===== src/rtl/ser_operand_seq.sv =====
// Bit-serial operand sequencer: streams two 32-bit operands LSB first into an
// external serial adder, then reassembles the registered sum and final carry.
module ser_operand_seq (
  input  logic        clk,
  input  logic        rst_n,
  input  logic        i_valid,
  output logic        o_ready,
  input  logic [31:0] i_op_a,
  input  logic [31:0] i_op_b,
  output logic        o_a,
  output logic        o_b,
  output logic        o_clr,
  input  logic        i_q,
  input  logic        i_cy,
  output logic [31:0] o_result,
  output logic        o_carry,
  output logic        o_done
);

  localparam int unsigned W  = 32;
  localparam int unsigned CW = 5;

  typedef enum logic [1:0] {
    IDLE  = 2'd0,
    SHIFT = 2'd1,
    DRAIN = 2'd2,
    DONE  = 2'd3
  } state_t;

  state_t        state;
  state_t        state_nxt;
  logic [W-1:0]  sa;
  logic [W-1:0]  sb;
  logic [W-1:0]  res;
  logic [CW-1:0] cnt;
  logic          carry;
  logic          last_bit;

  assign last_bit = (cnt == CW'(W - 1));

  // State register
  always_ff @(posedge clk) begin
    if (!rst_n) begin
      state <= IDLE;
    end else begin
      state <= state_nxt;
    end
  end

  // Next-state logic
  always_comb begin
    state_nxt = state;
    case (state)
      IDLE:    if (i_valid) state_nxt = SHIFT;
      SHIFT:   if (last_bit) state_nxt = DRAIN;
      DRAIN:   state_nxt = DONE;
      DONE:    state_nxt = IDLE;
      default: state_nxt = IDLE;
    endcase
  end

  // Outputs decoded from registered state; adder-side bits only while shifting
  always_comb begin
    o_ready = 1'b0;
    o_a     = 1'b0;
    o_b     = 1'b0;
    o_clr   = 1'b0;
    o_done  = 1'b0;
    case (state)
      IDLE:  o_ready = 1'b1;
      SHIFT: begin
        o_a   = sa[0];
        o_b   = sb[0];
        o_clr = (cnt == '0);
      end
      DONE:  o_done = 1'b1;
      default: ;
    endcase
  end

  // Datapath: the adder's sum lags by one cycle, so the first SHIFT cycle
  // captures nothing and DRAIN takes the final (32nd) bit with the carry.
  always_ff @(posedge clk) begin
    if (!rst_n) begin
      sa    <= '0;
      sb    <= '0;
      res   <= '0;
      cnt   <= '0;
      carry <= 1'b0;
    end else begin
      case (state)
        IDLE: begin
          if (i_valid) begin
            sa  <= i_op_a;
            sb  <= i_op_b;
            cnt <= '0;
          end
        end
        SHIFT: begin
          sa <= {1'b0, sa[W-1:1]};
          sb <= {1'b0, sb[W-1:1]};
          if (cnt != '0) res <= {i_q, res[W-1:1]};
          if (!last_bit) cnt <= cnt + CW'(1);
        end
        DRAIN: begin
          res   <= {i_q, res[W-1:1]};
          carry <= i_cy;
        end
        default: ;
      endcase
    end
  end

  assign o_result = res;
  assign o_carry  = carry;

endmodule


===== config.mk =====
export PLATFORM = sky130hd
export DESIGN_NAME = ser_operand_seq
export DESIGN_NICKNAME = d
export VERILOG_FILES = /design/src/rtl/ser_operand_seq.sv
export SDC_FILE = /design/constraint.sdc
export NUM_CORES = 1
export LEC_CHECK = 0
export BUFFER_PORTS_ARGS = -buffer_cell sky130_fd_sc_hd__buf_2
export CAP_MARGIN = 20
export CORE_MARGIN = 3
export CORE_UTILIZATION = 53
export DETAILED_ROUTE_END_ITERATION = 10
export PLACE_DENSITY = 0.88
export REMOVE_ABC_BUFFERS = 1
export SLEW_MARGIN = 25
export SYNTH_ARGS = -nofsm -noshare
export SYNTH_HDL_FRONTEND = slang
export SYNTH_SLANG_ARGS = --single-unit

===== constraint.sdc =====
create_clock -name clk -period 2 [get_ports clk]
set_input_delay 0.2 -clock clk [delete_from_list [all_inputs] [get_ports clk]]
set_output_delay 0.2 -clock clk [all_outputs]
set_load 0.02 [all_outputs]

==> results.cfg <==
[worst_setup_path]
reg2regPathDepth = 6
worstPathArrival_ns = 1.73
worstPathMaxFanout = 7
r2r-end = cnt[3]$_SDFFE_PN0P_
start_kind = flip-flop
worstSetupPathType = reg -> out
r2r_setup_slack_ns = 0.09
end_kind = primary output
r2r_start = cnt[0]$_SDFFE_PN0P_
cp.required_ns = 1.80

[grt]
grt_usage = 0.193
antenna_found_initial = 0
grt_pass1_wl_mm = 15.4
grt_overflow = 0
first_global_vias = 3457
grt_start_max_net_pins = 55

[drt]
wl_per_cell_um = 14.2
dr.pass1.iters = 4
vias_per_cell = 5.39
drc = 0
vias = 3517
detail-route-antenna-nets = 0
drt_iter0_markers = 116
wirelength_mm = 9.24

[finish]
layout.nets = 622
fin_cells = 653
syn2layout_area_growth_pct = 19.5
drive_gt1_frac = 0.258
fill_cells = 618
antenna_cells = 0
finish.utilization = 0.670

[timing]
clock_skew_ns = 0.0103
hold_viol = 0
max_slew_margin = 0.697
setup_viol_count_final = 0
slew_violations = 0
fin_hold_ws_ns = 0.0796
finalCritPeriodShare = 0.966
min_period_ns = 1.93
max_clock_freq_ghz = 0.518
worst_pin_slew_ns = 0.454

[clocking]
cts_sinks = 104
root_buffer = clkbuf_8
clockBufferDepth = 2
cts_tree = done
hold_buffers = 0
cts_max_level = 3
clk_latency_ns = 0.36
cts_made_buffers = 9
clk_pin_slew_ns = 0.10

[power_and_ir_drop]
p_per_area_nw_per_um2 = 1370
p_leak_nw = 2.37
vdd_ir_drop_max_uv = 695

[logic_synthesis]
syn_inst = 451
yosysWarnings = 0
ys_seq_elements = 104
synthesis.area_um2 = 4450
yosysUniqueCellTypes = 29
avgSynthCellArea_um2 = 9.86
yosysSeqAreaShare = 0.468

[floorplanning]
start_util = 0.561
die_area_um2 = 9520
ioPinCount = 107
num_rows = 32
dieWidth_um = 97.6
core_um2 = 7930
die_h_um = 97.6

[min_path]
hold_depth = 3
min_path_type = in -> reg
min-delay-start = i_cy
min_to = o_carry$_SDFFE_PN0P_

[flow_run]
cap_viol_max_count = 0

[placement]
dp.cells = 633
gp_congestion = 0.766
hpwl_mm = 6.60
port_buffers = 106

[outcome]
outcome = finished clean
[kinds of logic (layout without fill, tap and decap cells)]
family	after synthesis	in the layout	synth area share
compound gates	80	80	0.132
fa+ha+maj	7	7	0.0197
buf+inv	43	143	0.0481
flops	104	104	0.468
mux	97	97	0.219
simple gates	120	120	0.114
[synth_stat cells]
master	number	share of area
nand2_1	37	0.031
nor2b_1	2	0.0028
a211oi_1	62	0.10
o31ai_1	2	0.0034
o311a_1	1	0.0023
buf_4	3	0.0051
inv_2	1	0.00084
inv_1	6	0.0051
buf_6	3	0.0076
nor2_1	64	0.054
buf_1	3	0.0025
buf_2	15	0.017
or2b_1	1	0.0017
o21ai_0	4	0.0045
and3_1	1	0.0014
a21oi_1	6	0.0068
ha_1	7	0.020
clkbuf_1	12	0.010
or4_1	2	0.0034
a31oi_1	2	0.0028
o2bb2ai_2	1	0.0034
dfxtp_1	104	0.47
and2_1	7	0.0098
mux2i_1	96	0.22
o32ai_1	2	0.0039
nand3b_1	3	0.0051
mux2_2	1	0.0025
nor4b_1	1	0.0020
nand3_1	2	0.0023
[per-stage QoR]
| step | TNS (ns) | power [W] | instance area [um^2] | setup slack [ns] |
|---|---|---|---|---|
| floorplan | -260.11 | 0.00529 | 4260 | -2.63 |
| global placement | 0 | 0.00592 | 5100 | 0.206 |
| detailed placement | 0 | 0.00609 | 5100 | 0.0688 |
| CTS | 0 | 0.00729 | 5280 | 0.0664 |
| global route | -0.00341 | 0.00781 | 5320 | -0.00240 |
| finish | 0 | 0.00729 | 5320 | 0.0687 |
[timing repair]
action	CTS	global route
buffers inserted	0	4
setup endpoints to repair	1	5
resized for setup	1	1
[where the power goes]
group,switching (W),total [W],internal (W)
logic,0.00166,0.00311,0.00145
registers,0.000316,0.00298,0.00267
clock network,0.000735,0.00120,0.000469
total,0.00271,0.00729,0.00459
[metal layers]
metal / wire length, um / GRT usage / vias to the layer above
li1: - / - / 1798
met3: 378 / 0.0474 / 15
met4: 171 / 0.0745 / 0
met2: 4870 / 0.355 / 71
met1: 3820 / 0.212 / 1633
met5: 0 / 0 / -
[sequential cells by signal, summed over array words and instances, names as in the netlist]
signal    count
sb           32
state         2
cnt           5
o_carry       1
sa           32
o_result     32
[final cells by class]
cell class,instances,area [um^2],area share
clock buffers,9,124,0.0233
clock inverters,7,55.1,0.0104
inverters,7,26.3,0.00494
multi-input cells,304,2190,0.412
flip-flops and latches,104,2080,0.392
well taps,102,128,0.0240
repair buffers,120,711,0.134
[how the worst max path moves through the flow]
stage / startpoint / endpoint / slack, ns
2_1_floorplan: state[1]$_SDFFE_PN0P_ / sa[31]$_SDFFE_PN0P_ / -2.63
3_3_place_gp: cnt[0]$_SDFFE_PN0P_ / cnt[3]$_SDFFE_PN0P_ / 0.21
3_5_place_dp: state[1]$_SDFFE_PN0P_ / o_result[15]$_SDFFE_PN0P_ / 0.07
4_1_cts: state[1]$_SDFFE_PN0P_ / o_b / 0.07
5_1_grt: state[1]$_SDFFE_PN0P_ / o_clr / -0.002
6_report: state[1]$_SDFFE_PN0P_ / o_clr / 0.07
[critical path, stage by stage (launching register included)]
cell and delay, ns:
dfxtp_1 0.35, inv_1 0.12, ha_4 0.20, nor4b_2 0.24, buf_4 0.17, and2_1 0.12
buf_2 0.17
[placed cells by master, fill, tap and decap left out, types with 5 or more instances in the layout]
master / n
and2_1: 7
inv_1: 6
a21oi_1: 5
nor2_1: 64
dfxtp_1: 104
buf_4: 8
mux2i_1: 96
nand2_1: 37
clkbuf_8: 9
a211oi_1: 62
buf_12: 6
ha_1: 6
buf_2: 106
(Power assumes the default switching activity.)
